File: config.mk
export PLATFORM = sky130hd
export DESIGN_NAME = sar_adc_ctrl_flat
export DESIGN_NICKNAME = d
export VERILOG_FILES = /design/src/rtl/sar_adc_ctrl_if.sv /design/src/rtl/sar_adc_ctrl.sv /design/src/flat_wrapper.sv
export SDC_FILE = /design/constraint.sdc
export NUM_CORES = 1
export LEC_CHECK = 0
export BUFFER_PORTS_ARGS = -buffer_cell sky130_fd_sc_hd__buf_2
export CAP_MARGIN = 20
export CORE_MARGIN = 10
export CORE_UTILIZATION = 45
export DETAILED_ROUTE_END_ITERATION = 12
export HOLD_SLACK_MARGIN = 0.02
export MAX_ROUTING_LAYER = met4
export PLACE_DENSITY = 0.69
export SETUP_SLACK_MARGIN = 0.5
export SLEW_MARGIN = 20
export SYNTH_ARGS = -nofsm -noshare
export SYNTH_HDL_FRONTEND = slang
export SYNTH_SLANG_ARGS = --single-unit
File: constraint.sdc
create_clock -name wb_clk_i -period 2.47 [get_ports wb_clk_i]
set_clock_uncertainty 0.1 [all_clocks]
set_input_delay 0.247 -clock wb_clk_i [delete_from_list [all_inputs] [get_ports wb_clk_i]]
set_output_delay 0.247 -clock wb_clk_i [all_outputs]
set_load 0.005 [all_outputs]
File: src/rtl/sar_adc_ctrl_if.sv
// Handshake and analog-control bundle for the SAR ADC controller.
// The master side is the requester and comparator; the slave side is the controller.
interface sar_adc_ctrl_if #(
    parameter int unsigned WIDTH = 8
);
    logic             start;
    logic             abort;
    logic             cmp_in;
    logic             sample;
    logic             bias_en;
    logic [WIDTH-1:0] dac_code;
    logic             busy;
    logic             done;
    logic [WIDTH-1:0] result;

    modport master (
        output start, abort, cmp_in,
        input  sample, bias_en, dac_code, busy, done, result
    );

    modport slave (
        input  start, abort, cmp_in,
        output sample, bias_en, dac_code, busy, done, result
    );
endinterface

File: src/rtl/sar_adc_ctrl.sv
// Successive-approximation ADC controller: track phase, then one settle/decide slot per bit,
// MSB first, with a synchronized comparator input and registered analog control outputs.
module sar_adc_ctrl #(
    parameter int unsigned WIDTH         = 8,
    parameter int unsigned SAMPLE_CYCLES = 4,
    parameter int unsigned SETTLE_CYCLES = 3
) (
    input  logic               wb_clk_i,
    input  logic               rst_n,
    sar_adc_ctrl_if.slave      bus
);
    localparam int unsigned CntMax = (SAMPLE_CYCLES > SETTLE_CYCLES) ? SAMPLE_CYCLES
                                                                      : SETTLE_CYCLES;
    localparam int unsigned CntW   = $clog2(CntMax + 1);
    localparam int unsigned BitW   = $clog2(WIDTH);

    localparam logic [CntW-1:0]  SampleLoad = CntW'(SAMPLE_CYCLES - 1);
    localparam logic [CntW-1:0]  SettleLoad = CntW'(SETTLE_CYCLES - 1);
    localparam logic [BitW-1:0]  IdxMsb     = BitW'(WIDTH - 1);
    localparam logic [WIDTH-1:0] MsbCode    = WIDTH'(1) << (WIDTH - 1);

    typedef enum logic [2:0] {StIdle, StSample, StSettle, StDecide, StDone} state_e;

    state_e           state_q;
    logic [CntW-1:0]  cnt_q;
    logic [BitW-1:0]  idx_q;
    logic             sample_q;
    logic             bias_en_q;
    logic             busy_q;
    logic             done_q;
    logic [WIDTH-1:0] dac_q;
    logic [WIDTH-1:0] result_q;
    logic [1:0]       rst_sync_q;
    logic [1:0]       cmp_sync_q;

    logic run;
    logic cmp_s;
    logic abort_act;

    // Release is delayed two clocks so the FSM never leaves IDLE on a metastable reset edge.
    always_ff @(posedge wb_clk_i or negedge rst_n) begin
        if (!rst_n) begin
            rst_sync_q <= 2'b00;
            cmp_sync_q <= 2'b00;
        end else begin
            rst_sync_q <= {rst_sync_q[0], 1'b1};
            cmp_sync_q <= {cmp_sync_q[0], bus.cmp_in};
        end
    end

    assign run       = rst_sync_q[1];
    assign cmp_s     = cmp_sync_q[1];
    assign abort_act = bus.abort &&
                       ((state_q == StSample) || (state_q == StSettle) || (state_q == StDecide));

    always_ff @(posedge wb_clk_i or negedge rst_n) begin
        if (!rst_n) begin
            state_q   <= StIdle;
            cnt_q     <= '0;
            idx_q     <= '0;
            sample_q  <= 1'b0;
            bias_en_q <= 1'b0;
            busy_q    <= 1'b0;
            done_q    <= 1'b0;
            dac_q     <= '0;
            result_q  <= '0;
        end else begin
            done_q <= 1'b0;
            if (abort_act) begin
                state_q   <= StIdle;
                sample_q  <= 1'b0;
                bias_en_q <= 1'b0;
                busy_q    <= 1'b0;
                dac_q     <= '0;
            end else begin
                unique case (state_q)
                    StIdle: begin
                        if (run && bus.start && !bus.abort) begin
                            state_q   <= StSample;
                            cnt_q     <= SampleLoad;
                            busy_q    <= 1'b1;
                            bias_en_q <= 1'b1;
                            sample_q  <= 1'b1;
                            dac_q     <= '0;
                        end
                    end
                    StSample: begin
                        if (cnt_q == '0) begin
                            state_q  <= StSettle;
                            cnt_q    <= SettleLoad;
                            sample_q <= 1'b0;
                            dac_q    <= MsbCode;
                            idx_q    <= IdxMsb;
                        end else begin
                            cnt_q <= cnt_q - CntW'(1);
                        end
                    end
                    StSettle: begin
                        if (cnt_q == '0) begin
                            state_q <= StDecide;
                        end else begin
                            cnt_q <= cnt_q - CntW'(1);
                        end
                    end
                    StDecide: begin
                        // Trial bit keeps the comparator verdict; the next lower bit becomes the trial.
                        dac_q[idx_q] <= cmp_s;
                        if (idx_q != '0) begin
                            dac_q[idx_q - BitW'(1)] <= 1'b1;
                            idx_q                   <= idx_q - BitW'(1);
                            cnt_q                   <= SettleLoad;
                            state_q                 <= StSettle;
                        end else begin
                            state_q   <= StDone;
                            done_q    <= 1'b1;
                            busy_q    <= 1'b0;
                            bias_en_q <= 1'b0;
                            result_q  <= {dac_q[WIDTH-1:1], cmp_s};
                        end
                    end
                    StDone: begin
                        state_q <= StIdle;
                    end
                    default: begin
                        state_q <= StIdle;
                    end
                endcase
            end
        end
    end

    assign bus.sample   = sample_q;
    assign bus.bias_en  = bias_en_q;
    assign bus.busy     = busy_q;
    assign bus.done     = done_q;
    assign bus.dac_code = dac_q;
    assign bus.result   = result_q;
endmodule
File: src/flat_wrapper.sv
// flat-port wrapper written by rule: the top's interface ports become plain ports
module sar_adc_ctrl_flat 
#(
    parameter int unsigned WIDTH         = 8,
    parameter int unsigned SAMPLE_CYCLES = 4,
    parameter int unsigned SETTLE_CYCLES = 3
)
  (wb_clk_i, rst_n, bus_start, bus_abort, bus_cmp_in, bus_sample, bus_bias_en, bus_dac_code, bus_busy, bus_done, bus_result);
  sar_adc_ctrl_if #(.WIDTH(WIDTH)) bus_i ();
  input  logic wb_clk_i;
  input  logic rst_n;
  input wire logic [$bits(bus_i.start)-1:0] bus_start;
  input wire logic [$bits(bus_i.abort)-1:0] bus_abort;
  input wire logic [$bits(bus_i.cmp_in)-1:0] bus_cmp_in;
  output wire logic [$bits(bus_i.sample)-1:0] bus_sample;
  output wire logic [$bits(bus_i.bias_en)-1:0] bus_bias_en;
  output wire logic [$bits(bus_i.dac_code)-1:0] bus_dac_code;
  output wire logic [$bits(bus_i.busy)-1:0] bus_busy;
  output wire logic [$bits(bus_i.done)-1:0] bus_done;
  output wire logic [$bits(bus_i.result)-1:0] bus_result;
  assign bus_i.start = bus_start;
  assign bus_i.abort = bus_abort;
  assign bus_i.cmp_in = bus_cmp_in;
  assign bus_sample = bus_i.sample;
  assign bus_bias_en = bus_i.bias_en;
  assign bus_dac_code = bus_i.dac_code;
  assign bus_busy = bus_i.busy;
  assign bus_done = bus_i.done;
  assign bus_result = bus_i.result;
  sar_adc_ctrl #(.WIDTH(WIDTH), .SAMPLE_CYCLES(SAMPLE_CYCLES), .SETTLE_CYCLES(SETTLE_CYCLES)) u_core (.wb_clk_i(wb_clk_i), .rst_n(rst_n), .bus(bus_i));
endmodule
==> impl_results.html, run 1 <==
<table>
<tr><th>Metric</th><th>Value</th></tr>
<tr><th colspan="2">STA</th></tr>
<tr><td>Slew at the pin with the worst max-slew slack</td><td>694 ps</td></tr>
<tr><td>Number of hold-slack violations in the final timing report</td><td>0</td></tr>
<tr><td>Max Freq</td><td>536 MHz</td></tr>
<tr><td>Shortest clock period the worst path allows after layout</td><td>1870 ps</td></tr>
<tr><td>Sum of negative setup slack</td><td>0 ps</td></tr>
<tr><td>Setup repair after global routing missed its margin</td><td>true</td></tr>
<tr><td>Post-route setup slack</td><td>605 ps</td></tr>
<tr><td>Ratio of final minimum period to clock period</td><td>0.755</td></tr>
<tr><td>Finish-stage setup viols</td><td>0</td></tr>
<tr><td>Slew headroom</td><td>0.537</td></tr>
<tr><td>Max Slew Vio Count</td><td>0</td></tr>
<tr><th colspan="2">Hold path</th></tr>
<tr><td>Kind of path behind the tightest hold check</td><td>in2reg</td></tr>
<tr><td>Worst hold path depth</td><td>3</td></tr>
<tr><th colspan="2">Floorplanning</th></tr>
<tr><td>Starting density of the core</td><td>0.476</td></tr>
<tr><td>Height of the chip</td><td>83.2 µm</td></tr>
<tr><td>Placeable core region</td><td>3770 µm²</td></tr>
<tr><td>Die outline area</td><td>6920 µm²</td></tr>
<tr><td>Die boundary width</td><td>83.2 µm</td></tr>
<tr><td>Placement row count</td><td>22</td></tr>
<tr><td>Count of boundary I/O pins</td><td>25</td></tr>
<tr><th colspan="2">Place</th></tr>
<tr><td># port buffers</td><td>24</td></tr>
<tr><td>Post-Place Cell Area</td><td>1920 µm²</td></tr>
<tr><td>Half-perimeter wire length of the detailed placement result</td><td>2.90 mm</td></tr>
<tr><td>Global placer's final weighted congestion</td><td>0.910</td></tr>
<tr><td>Pre-CTS setup slack</td><td>479 ps</td></tr>
<tr><th colspan="2">Power and ir drop</th></tr>
<tr><td>Internal power</td><td>1.03 mW</td></tr>
<tr><td>Net switching fraction of the power</td><td>0.323</td></tr>
<tr><td>Leak</td><td>1.01 nW</td></tr>
<tr><td>Power spent charging and discharging nets</td><td>0.489 mW</td></tr>
<tr><td>Clock network power share</td><td>0.281</td></tr>
<tr><td>Proportion of power drawn by flip-flops and latches</td><td>0.407</td></tr>
<tr><td>Worst voltage drop across the vdd grid</td><td>0.000302 V</td></tr>
<tr><td>Comb power frac</td><td>0.312</td></tr>
<tr><td>Power Dens Cells</td><td>739 nW/µm²</td></tr>
<tr><th colspan="2">Synthesis</th></tr>
<tr><td>#FFs+latches synth</td><td>32</td></tr>
<tr><td>Most area-hungry cell type in the Yosys netlist</td><td>sky130_fd_sc_hd__dfrtp_1</td></tr>
<tr><td>Synth Area per Inst</td><td>10.4 µm²</td></tr>
<tr><td>Most common flop cell mapped by yosys</td><td>sky130_fd_sc_hd__dfrtp_1</td></tr>
<tr><td>Leading post-synthesis cells by cell area</td><td>sky130_fd_sc_hd__dfrtp_1 45%, sky130_fd_sc_hd__mux2_4 6.7%, sky130_fd_sc_hd__o21ai_0 4.2%, sky130_fd_sc_hd__a22o_1 2.9%, sky130_fd_sc_hd__ha_1 2.8%</td></tr>
<tr><td>Unique masters post-synth</td><td>50</td></tr>
<tr><td>Share of flip-flops with an asynchronous set or reset</td><td>1.00</td></tr>
<tr><td>Cell area after synthesis</td><td>1800 µm²</td></tr>
<tr><td>Gate Count Post-Synth</td><td>173</td></tr>
<tr><td>Yosys top cell area share</td><td>0.446</td></tr>
<tr><td>YS warnings</td><td>0</td></tr>
<tr><td>Net count after synthesis</td><td>182</td></tr>
<tr><td>Post-synth EDFFs</td><td>0</td></tr>
<tr><td>Sequential share of the synthesized area</td><td>0.446</td></tr>
<tr><th colspan="2">Route</th></tr>
<tr><td>DR vias/cell</td><td>5.71</td></tr>
<tr><td>DR pass1 iterations</td><td>4</td></tr>
<tr><td>Routed Antenna Nets</td><td>0</td></tr>
<tr><td>DRC Markers</td><td>0</td></tr>
<tr><td>WL per Instance</td><td>16.2 µm</td></tr>
<tr><td>Initial drt markers</td><td>162</td></tr>
<tr><td>Routed vias</td><td>1,398</td></tr>
<tr><td>Total Routed Length</td><td>3.96 mm</td></tr>
<tr><th colspan="2">Worst setup path</th></tr>
<tr><td>Critical Path Sink Type</td><td>flip-flop</td></tr>
<tr><td>Path type of the worst setup path</td><td>reg2reg</td></tr>
<tr><td>Critical path data arrival time</td><td>1930 ps</td></tr>
<tr><td>CP Data Required Time</td><td>2530 ps</td></tr>
<tr><td>Kind of start point of the critical path</td><td>flip-flop</td></tr>
<tr><td>Highest fanout seen on the critical path</td><td>5</td></tr>
<tr><td>Worst R2R Path Depth</td><td>6</td></tr>
<tr><th colspan="2">Global route</th></tr>
<tr><td>Maximum number of pins on one net before global-route repair</td><td>33</td></tr>
<tr><td>Global Route met3 Usage</td><td>0.0391</td></tr>
<tr><td>Top Usage Layer GRT</td><td>met2</td></tr>
<tr><td>Met2 track demand over resource in global routing</td><td>0.184</td></tr>
<tr><td>Antenna violations before repair</td><td>0</td></tr>
<tr><td>GRT Util Overall</td><td>0.123</td></tr>
<tr><td>Wire length of the first global-routing pass</td><td>7.08 mm</td></tr>
<tr><td>Met1 usage</td><td>0.153</td></tr>
<tr><td>Grt total ovfl</td><td>0</td></tr>
<tr><td>Vias in the first global route</td><td>1,417</td></tr>
<tr><th colspan="2">Layout</th></tr>
<tr><td>Area taken by multi-input logic gates</td><td>897 µm²</td></tr>
<tr><td>Seq. cell area</td><td>803 µm²</td></tr>
<tr><td>P&amp;R area growth vs syn</td><td>14.1%</td></tr>
<tr><td>ANT cells</td><td>0</td></tr>
<tr><td>Share of final-layout standard cells stronger than drive strength 1</td><td>0.259</td></tr>
<tr><td>Net count, final</td><td>206</td></tr>
<tr><td>Area of all placed cells without fillers</td><td>2050 µm²</td></tr>
<tr><td>Filler cell count in the final layout</td><td>314</td></tr>
<tr><th colspan="2">Clock tree</th></tr>
<tr><td>Number of H-tree branching levels</td><td>2</td></tr>
<tr><td>Clock tree from TritonCTS</td><td>built</td></tr>
<tr><td>CTS clock-pin slew for the worst setup and hold paths</td><td>70 ps</td></tr>
<tr><td>Number of clock buffers inserted by TritonCTS</td><td>5</td></tr>
<tr><td>Clock Sinks</td><td>32</td></tr>
<tr><td>Worst skew pair latency</td><td>280 ps</td></tr>
<tr><td>Clk root buf</td><td>sky130_fd_sc_hd__clkbuf_8</td></tr>
<tr><td>Buffer levels on the longest clock path</td><td>2</td></tr>
<tr><th colspan="2">Job</th></tr>
<tr><td>Number of violations of the max-capacitance limit</td><td>0</td></tr>
<tr><th colspan="2">Status</th></tr>
<tr><td>Outcome</td><td>finished, final reports clean</td></tr>
</table>
[worst paths after layout]
kind                                                      from                        endpoint  slack, ps
worst max-delay path               u_core.idx_q[0]$_DFFE_PN0P_     u_core.cnt_q[0]$_DFFE_PN0P_        600
worst min-delay path                                 bus_start  u_core.bus.bias_en$_DFFE_PN0P_        190
worst max register to register     u_core.idx_q[0]$_DFFE_PN0P_     u_core.cnt_q[0]$_DFFE_PN0P_        600
worst min register to register  u_core.rst_sync_q[0]$_DFF_PN0_  u_core.rst_sync_q[1]$_DFF_PN0_        250
max in group asynchronous                                rst_n     u_core.idx_q[1]$_DFFE_PN0P_       1330
min in group asynchronous                                rst_n       u_core.bus.done$_DFF_PN0_        450
[power by group through the flow]
stage,clock (mW),sequential (mW),combinational (mW)
after detailed placement,0,0.628,0.452
after CTS,0.438,0.621,0.455
after floorplan,0,0.614,0.358
after global routing,0.466,0.625,0.542
final,0.426,0.616,0.473
after global placement,0,0.625,0.443
[final cells by class]
| type | count | area share |
|---|---|---|
| sequential | 32 | 0.392 |
| timing repair buffer | 28 | 0.0757 |
| inverter | 10 | 0.0183 |
| multi-input combinational | 120 | 0.438 |
| clock buffer | 7 | 0.0470 |
| tap | 48 | 0.0293 |
[layer usage]
layer | part of all wire | vias up
met5 | 0 | -
met4 | 0.013 | 0
met3 | 0.071 | 7
met2 | 0.46 | 44
met1 | 0.46 | 679
li1 | - | 668
[state kept, by name (all words and copies together), names as in the netlist]
register / flops
u_core.bus.bias_en: 1
u_core.bus.dac_code: 8
u_core.bus.done: 1
u_core.bus.result: 8
u_core.bus.sample: 1
u_core.cmp_sync_q: 2
u_core.cnt_q: 3
u_core.idx_q: 3
u_core.rst_sync_q: 2
u_core.state_q: 3
[critical path: stages, from the launching register on]
cell	delay (ps)
sky130_fd_sc_hd__dfrtp_1	340
sky130_fd_sc_hd__inv_1	100
sky130_fd_sc_hd__ha_1	280
sky130_fd_sc_hd__and3b_1	210
sky130_fd_sc_hd__o21a_1	170
sky130_fd_sc_hd__or4_1	410
sky130_fd_sc_hd__o2bb2ai_1	140
[kinds of logic after synthesis]
logic type / share of synthesized area
AO/OA/AOI/OAI: 0.190
other: 0.00209
flip-flops: 0.446
multiplexers: 0.0948
adder cells (fa/ha/maj): 0.0279
buffers and inverters: 0.0585
AND/OR/NAND/NOR: 0.180
[synth_stat cells, types with 3 or more instances]
cell and number:
sky130_fd_sc_hd__inv_1 10, sky130_fd_sc_hd__nor3_1 3, sky130_fd_sc_hd__nand3b_1 5, sky130_fd_sc_hd__a21oi_1 8, sky130_fd_sc_hd__nor2_1 8, sky130_fd_sc_hd__dfrtp_1 32
sky130_fd_sc_hd__o21ai_0 15, sky130_fd_sc_hd__a22o_1 6, sky130_fd_sc_hd__nor3b_1 3, sky130_fd_sc_hd__clkbuf_1 5, sky130_fd_sc_hd__a22oi_1 3, sky130_fd_sc_hd__nand2_1 9
sky130_fd_sc_hd__o21a_1 4, sky130_fd_sc_hd__mux2i_1 5, sky130_fd_sc_hd__nand2b_1 4, sky130_fd_sc_hd__mux2_4 8, sky130_fd_sc_hd__ha_1 4
[metrics by stage]
stage / utilization / hold slack, ps / std cells / power, mW
6_report: 0.543 / 191 / 245 / 1.52
5_1_grt: 0.543 / 215 / 245 / 1.63
3_5_place_dp: 0.508 / 236 / 235 / 1.08
3_3_place_gp: 0.508 / 221 / 235 / 1.07
4_1_cts: 0.539 / 189 / 244 / 1.51
2_1_floorplan: - / -149 / 173 / 0.972
[layout by cell type, fill, tap and decap left out, types with 3 or more instances in the layout]
cell type / count
sky130_fd_sc_hd__dfrtp_1: 30
sky130_fd_sc_hd__buf_2: 24
sky130_fd_sc_hd__o21ai_0: 12
sky130_fd_sc_hd__inv_1: 10
sky130_fd_sc_hd__nand2_1: 9
sky130_fd_sc_hd__a21oi_1: 8
sky130_fd_sc_hd__nor2_1: 8
sky130_fd_sc_hd__mux2_4: 8
sky130_fd_sc_hd__clkbuf_8: 7
sky130_fd_sc_hd__a22o_1: 6
sky130_fd_sc_hd__nand3b_1: 5
sky130_fd_sc_hd__mux2i_1: 5
sky130_fd_sc_hd__nand2b_1: 4
sky130_fd_sc_hd__o21ai_1: 4
sky130_fd_sc_hd__o21a_1: 4
sky130_fd_sc_hd__ha_1: 4
sky130_fd_sc_hd__a22oi_1: 3
sky130_fd_sc_hd__nor3_1: 3
[what timing repair did]
item                                   4_1_cts  5_1_grt
gates resized for setup                      1        6
hold buffers                                 2        0
buffers inserted                             0        1
setup endpoints to repair                    2       12
endpoints found under the hold margin       33        0
Note: power is estimated with default switching activity, not from simulation.
==> inputs of run 2 (changes only) <==
--- a/config.mk
+++ b/config.mk
@@ -5,6 +5,7 @@
 export SDC_FILE = /design/constraint.sdc
 export NUM_CORES = 1
 export LEC_CHECK = 0
+export ABC_AREA = 1
 export BUFFER_PORTS_ARGS = -buffer_cell sky130_fd_sc_hd__buf_2
 export CAP_MARGIN = 20
 export CORE_MARGIN = 10
@@ -12,7 +13,7 @@
 export DETAILED_ROUTE_END_ITERATION = 12
 export HOLD_SLACK_MARGIN = 0.02
 export MAX_ROUTING_LAYER = met4
-export PLACE_DENSITY = 0.69
+export PLACE_DENSITY = 0.72
 export SETUP_SLACK_MARGIN = 0.5
 export SLEW_MARGIN = 20
 export SYNTH_ARGS = -nofsm -noshare
==> constraint.sdc (replaced) <==
create_clock -name wb_clk_i -period 1.6 [get_ports wb_clk_i]
set_clock_uncertainty 0.1 [all_clocks]
set_input_delay 0.16 -clock wb_clk_i [delete_from_list [all_inputs] [get_ports wb_clk_i]]
set_output_delay 0.16 -clock wb_clk_i [all_outputs]
set_load 0.005 [all_outputs]
==> run 2 against run 1 <==
Against the previous run: largest cell class unchanged; critical path type unchanged; highest routed layer unchanged; the flow now finishes with violations (negative setup slack); cell area up 23%; wire length grew 24%; combinational power rose to 4.7 times the previous value; largest power group is now combinational logic.
==> impl_results.html, run 2 <==
<table>
<tr><th>Metric</th><th>Value</th></tr>
<tr><th colspan="2">Status</th></tr>
<tr><td>Outcome</td><td>finished, violations left</td></tr>
<tr><td>Violated checks</td><td>negative setup slack</td></tr>
<tr><th colspan="2">Layout</th></tr>
<tr><td>Most frequent standard cell in the layout excluding fill and tap cells</td><td>sky130_fd_sc_hd__nand2_1</td></tr>
<tr><td>Filler cell count in the final layout</td><td>277 (-12%)</td></tr>
<tr><td>Net count, final</td><td>289 (+40%)</td></tr>
<tr><td>Area taken by multi-input logic gates</td><td>1030 µm² (+15%)</td></tr>
<tr><td>Share of final-layout standard cells stronger than drive strength 1</td><td>0.498 (+0.239)</td></tr>
<tr><td>Top library cells by usage in the layout, fill and taps aside</td><td>42 x sky130_fd_sc_hd__nand2_1, 29 x sky130_fd_sc_hd__buf_4, 29 x sky130_fd_sc_hd__dfrtp_1</td></tr>
<tr><td>P&amp;R area growth vs syn</td><td>46.9%</td></tr>
<tr><td>ANT cells</td><td>0 (unchanged)</td></tr>
<tr><td>Share of the core filled with cells in the final layout</td><td>0.685 (+0.142)</td></tr>
<tr><td>Seq. cell area</td><td>805 µm² (+0.16%)</td></tr>
<tr><th colspan="2">Power and ir drop</th></tr>
<tr><td>Worst voltage drop across the vdd grid</td><td>0.00112 V (+270%)</td></tr>
<tr><td>Power spent charging and discharging nets</td><td>1.69 mW (+250%)</td></tr>
<tr><td>Proportion of power drawn by flip-flops and latches</td><td>0.278 (-0.129)</td></tr>
<tr><td>Internal power</td><td>2.26 mW (+120%)</td></tr>
<tr><td>Net switching fraction of the power</td><td>0.428 (+0.105)</td></tr>
<tr><td>Leak</td><td>1.29 nW (+27%)</td></tr>
<tr><td>Comb power frac</td><td>0.558 (+0.246)</td></tr>
<tr><td>Clock network power share</td><td>0.163 (-0.118)</td></tr>
<tr><td>Power Dens Cells</td><td>1560 nW/µm² (+110%)</td></tr>
<tr><th colspan="2">Synthesis</th></tr>
<tr><td>Post-synthesis simple-gate area fraction</td><td>0.291 (+0.110)</td></tr>
<tr><td>Cell area after synthesis</td><td>1720 µm² (-4.2%)</td></tr>
<tr><td>Adder and majority cell fraction of the synthesized area</td><td>0.0291 (+0.00122)</td></tr>
<tr><td>Compound-Gate Fraction of Synth Area</td><td>0.132 (-0.0579)</td></tr>
<tr><td>Most common flop cell mapped by yosys</td><td>sky130_fd_sc_hd__dfrtp_1</td></tr>
<tr><td>Sequential share of the synthesized area</td><td>0.465 (+0.0195)</td></tr>
<tr><td>Synthesized-area fraction occupied by xor and xnor cells</td><td>0.00509 (+0.00509)</td></tr>
<tr><td>Most frequent cells after synthesis</td><td>59 x sky130_fd_sc_hd__nand2_1, 32 x sky130_fd_sc_hd__dfrtp_1, 22 x sky130_fd_sc_hd__inv_1</td></tr>
<tr><td>Gate Count Post-Synth</td><td>216 (+25%)</td></tr>
<tr><td>Synth Area per Inst</td><td>7.96 µm² (-23%)</td></tr>
<tr><td>Mux contribution to synthesized area</td><td>0 (-0.0948)</td></tr>
<tr><td>Yosys top cell area share</td><td>0.465 (+0.0195)</td></tr>
<tr><td>Net count after synthesis</td><td>225 (+24%)</td></tr>
<tr><td>Leading post-synthesis cells by cell area</td><td>sky130_fd_sc_hd__dfrtp_1 47%, sky130_fd_sc_hd__nand2_1 13%, sky130_fd_sc_hd__nand3_1 6.1%, sky130_fd_sc_hd__o21ai_0 6.1%, sky130_fd_sc_hd__inv_1 4.8%</td></tr>
<tr><td>Most area-hungry cell type in the Yosys netlist</td><td>sky130_fd_sc_hd__dfrtp_1</td></tr>
<tr><td>Unique masters post-synth</td><td>26 (-48%)</td></tr>
<tr><td>Post-synth EDFFs</td><td>0 (unchanged)</td></tr>
<tr><td>Dominant combinational cell family by area after synthesis</td><td>simple AND/OR/NAND/NOR gates</td></tr>
<tr><td>#FFs+latches synth</td><td>32 (unchanged)</td></tr>
<tr><td>Most common cell in the netlist</td><td>sky130_fd_sc_hd__nand2_1</td></tr>
<tr><td>YS warnings</td><td>0 (unchanged)</td></tr>
<tr><td>Share of flip-flops with an asynchronous set or reset</td><td>1.00 (unchanged)</td></tr>
<tr><th colspan="2">Worst setup path</th></tr>
<tr><td>Most prevalent standard cell on the critical path</td><td>sky130_fd_sc_hd__nor2_1</td></tr>
<tr><td>Path type of the worst setup path</td><td>reg2reg</td></tr>
<tr><td>CP Data Required Time</td><td>1730 ps (-800 ps)</td></tr>
<tr><td>Critical Path Sink Type</td><td>flip-flop</td></tr>
<tr><td>Worst path max stage delay</td><td>410 ps (about the same)</td></tr>
<tr><td>Cell chain of the critical path</td><td>inv_2, buf_6, ha_4, inv_4, nand3_2, nor2_1, nor2_1, nor2_1, nand2_1, nand2_1</td></tr>
<tr><td>Highest fanout seen on the critical path</td><td>3 (-2)</td></tr>
<tr><td>Family with the most delay on the worst path</td><td>simple AND/OR/NAND/NOR gates</td></tr>
<tr><td>Kind of start point of the critical path</td><td>flip-flop</td></tr>
<tr><td>Critical path data arrival time</td><td>1730 ps (-200 ps)</td></tr>
<tr><td>Slowest-stage cell, CP</td><td>sky130_fd_sc_hd__dfrtp_1</td></tr>
<tr><td>Combined buffer and inverter count along the critical path</td><td>3 (+2)</td></tr>
<tr><th colspan="2">Floorplanning</th></tr>
<tr><td>Placement row count</td><td>22 (unchanged)</td></tr>
<tr><td>Count of boundary I/O pins</td><td>25 (unchanged)</td></tr>
<tr><td>Height of the chip</td><td>81.8 µm (-1.6%)</td></tr>
<tr><td>Placeable core region</td><td>3690 µm² (-2.2%)</td></tr>
<tr><td>Starting density of the core</td><td>0.466 (-0.00969)</td></tr>
<tr><td>Die boundary width</td><td>81.8 µm (-1.6%)</td></tr>
<tr><td>Die outline area</td><td>6700 µm² (-3.2%)</td></tr>
<tr><th colspan="2">Route</th></tr>
<tr><td>Total Routed Length</td><td>4.91 mm (+24%)</td></tr>
<tr><td>WL per Instance</td><td>14.9 µm (-7.7%)</td></tr>
<tr><td>DR vias/cell</td><td>5.14 (-9.9%)</td></tr>
<tr><td>DRC Markers</td><td>0 (unchanged)</td></tr>
<tr><td>Initial drt markers</td><td>184 (+14%)</td></tr>
<tr><td>Routed vias</td><td>1,691 (+21%)</td></tr>
<tr><td>DR pass1 iterations</td><td>4 (unchanged)</td></tr>
<tr><td>Routed Antenna Nets</td><td>0 (unchanged)</td></tr>
<tr><th colspan="2">Global route</th></tr>
<tr><td>GRT Util Overall</td><td>0.144 (+0.0213)</td></tr>
<tr><td>Maximum number of pins on one net before global-route repair</td><td>33 (unchanged)</td></tr>
<tr><td>Antenna violations before repair</td><td>0 (unchanged)</td></tr>
<tr><td>Vias in the first global route</td><td>1,590 (+12%)</td></tr>
<tr><td>Grt total ovfl</td><td>0 (unchanged)</td></tr>
<tr><td>Wire length of the first global-routing pass</td><td>7.37 mm (+4.1%)</td></tr>
<tr><th colspan="2">Clock tree</th></tr>
<tr><td>Clock tree from TritonCTS</td><td>built</td></tr>
<tr><td>Number of clock buffers inserted by TritonCTS</td><td>5 (unchanged)</td></tr>
<tr><td>CTS clock-pin slew for the worst setup and hold paths</td><td>60 ps (about the same)</td></tr>
<tr><td>Buffer levels on the longest clock path</td><td>2 (unchanged)</td></tr>
<tr><td>Clock Sinks</td><td>32 (unchanged)</td></tr>
<tr><td>Clk root buf</td><td>sky130_fd_sc_hd__clkbuf_8</td></tr>
<tr><td>Number of H-tree branching levels</td><td>2 (unchanged)</td></tr>
<tr><td>Worst skew pair latency</td><td>290 ps (about the same)</td></tr>
<tr><th colspan="2">STA</th></tr>
<tr><td>Max Freq</td><td>625 MHz (+17%)</td></tr>
<tr><td>Ratio of final minimum period to clock period</td><td>1.00 (+0.245)</td></tr>
<tr><td>Post-route setup slack</td><td>-0.521 ps (-605 ps)</td></tr>
<tr><td>Finish-stage setup viols</td><td>1 (+1)</td></tr>
<tr><td>Shortest clock period the worst path allows after layout</td><td>1600 ps (-265 ps)</td></tr>
<tr><td>Setup repair after global routing missed its margin</td><td>true</td></tr>
<tr><td>Number of hold-slack violations in the final timing report</td><td>0 (unchanged)</td></tr>
<tr><td>Max Slew Vio Count</td><td>0 (unchanged)</td></tr>
<tr><td>Sum of negative setup slack</td><td>-0.521 ps (-0.521 ps)</td></tr>
<tr><th colspan="2">Job</th></tr>
<tr><td>Number of violations of the max-capacitance limit</td><td>0 (unchanged)</td></tr>
<tr><th colspan="2">Hold path</th></tr>
<tr><td>Kind of path behind the tightest hold check</td><td>reg2reg</td></tr>
<tr><th colspan="2">Place</th></tr>
<tr><td># port buffers</td><td>24 (unchanged)</td></tr>
<tr><td>Half-perimeter wire length of the detailed placement result</td><td>2.86 mm (-1.2%)</td></tr>
<tr><td>Global placer's final weighted congestion</td><td>0.945 (+3.8%)</td></tr>
</table>
[run 2: timing repair]
action / CTS / global route
hold buffers: 2 / 0
gates resized for setup: 27 / 26
pin swaps: 19 / 18
endpoints found under the setup margin: 29 / 33
buffers inserted: 15 / 13
endpoints found under the hold margin: 33 / 0
gates cloned: 1 / 0
[run 2: final timing paths]
check	endpoint	cells after the start	slack, ps	from
worst max register to register	u_core.bus.dac_code[7]$_DFFE_PN0P_	10	-0.5	u_core.idx_q[1]$_DFFE_PN0P_
worst max-delay path	u_core.bus.dac_code[7]$_DFFE_PN0P_	10	-0.5	u_core.idx_q[1]$_DFFE_PN0P_
worst min register to register	u_core.cmp_sync_q[1]$_DFF_PN0_	0	250	u_core.cmp_sync_q[0]$_DFF_PN0_
worst min-delay path	u_core.cmp_sync_q[1]$_DFF_PN0_	0	250	u_core.cmp_sync_q[0]$_DFF_PN0_
min in group asynchronous	u_core.cnt_q[0]$_DFFE_PN0P_	3	310	rst_n
max in group asynchronous	u_core.state_q[2]$_DFFE_PN0P_	3	760	rst_n
[run 2: metal layers]
| layer | vias up | wire (µm) | GRT usage | part of all wire |
|---|---|---|---|---|
| met5 | - | 0 | - | 0 |
| met4 | 0 | 182 | 0.0680 | 0.037 |
| met3 | 18 | 427 | 0.0426 | 0.087 |
| met2 | 69 | 2330 | 0.227 | 0.47 |
| met1 | 781 | 1970 | 0.165 | 0.40 |
| li1 | 823 | - | - | - |
[run 2: power groups by stage]
stage	Sequential, mW	Combinational (mW)	Clock, mW
finish	1.10	2.20	0.645
global route	1.11	2.43	0.686
global placement	1.10	1.44	0
detailed placement	1.10	1.46	0
CTS	1.08	1.76	0.657
floorplan	1.05	1.17	0
[run 2: cell type report]
| class | count | share of cell area |
|---|---|---|
| clock buffer | 6 | 0.0327 |
| clock inverter | 2 | 0.00396 |
| inverter | 26 | 0.0455 |
| multi-input combinational | 155 | 0.408 |
| sequential | 32 | 0.318 |
| tap | 48 | 0.0238 |
| timing repair buffer | 60 | 0.167 |
[run 2: cell families after synthesis]
kind of cell	Yosys count
xor gates and xnor gates	1
and+or+nand+nor	108
AOI/OAI and AO/OA	40
other	1
DFF	32
adders and majority gates	4
buffers and inverters	30
[run 2: stage by stage]
step / cells / hold WS (ps) / total power, mW / cell area (µm²) / worst slack, ps
2_1_floorplan: 216 / -236 / 2.22 / 1820 / 188
3_3_place_gp: 290 / 100 / 2.54 / 2000 / 99.5
3_5_place_dp: 290 / 104 / 2.56 / 2000 / 47.5
4_1_cts: 316 / 184 / 3.50 / 2330 / 142
5_1_grt: 329 / 253 / 4.23 / 2530 / -9.75
6_report: 329 / 249 / 3.95 / 2530 / -0.521
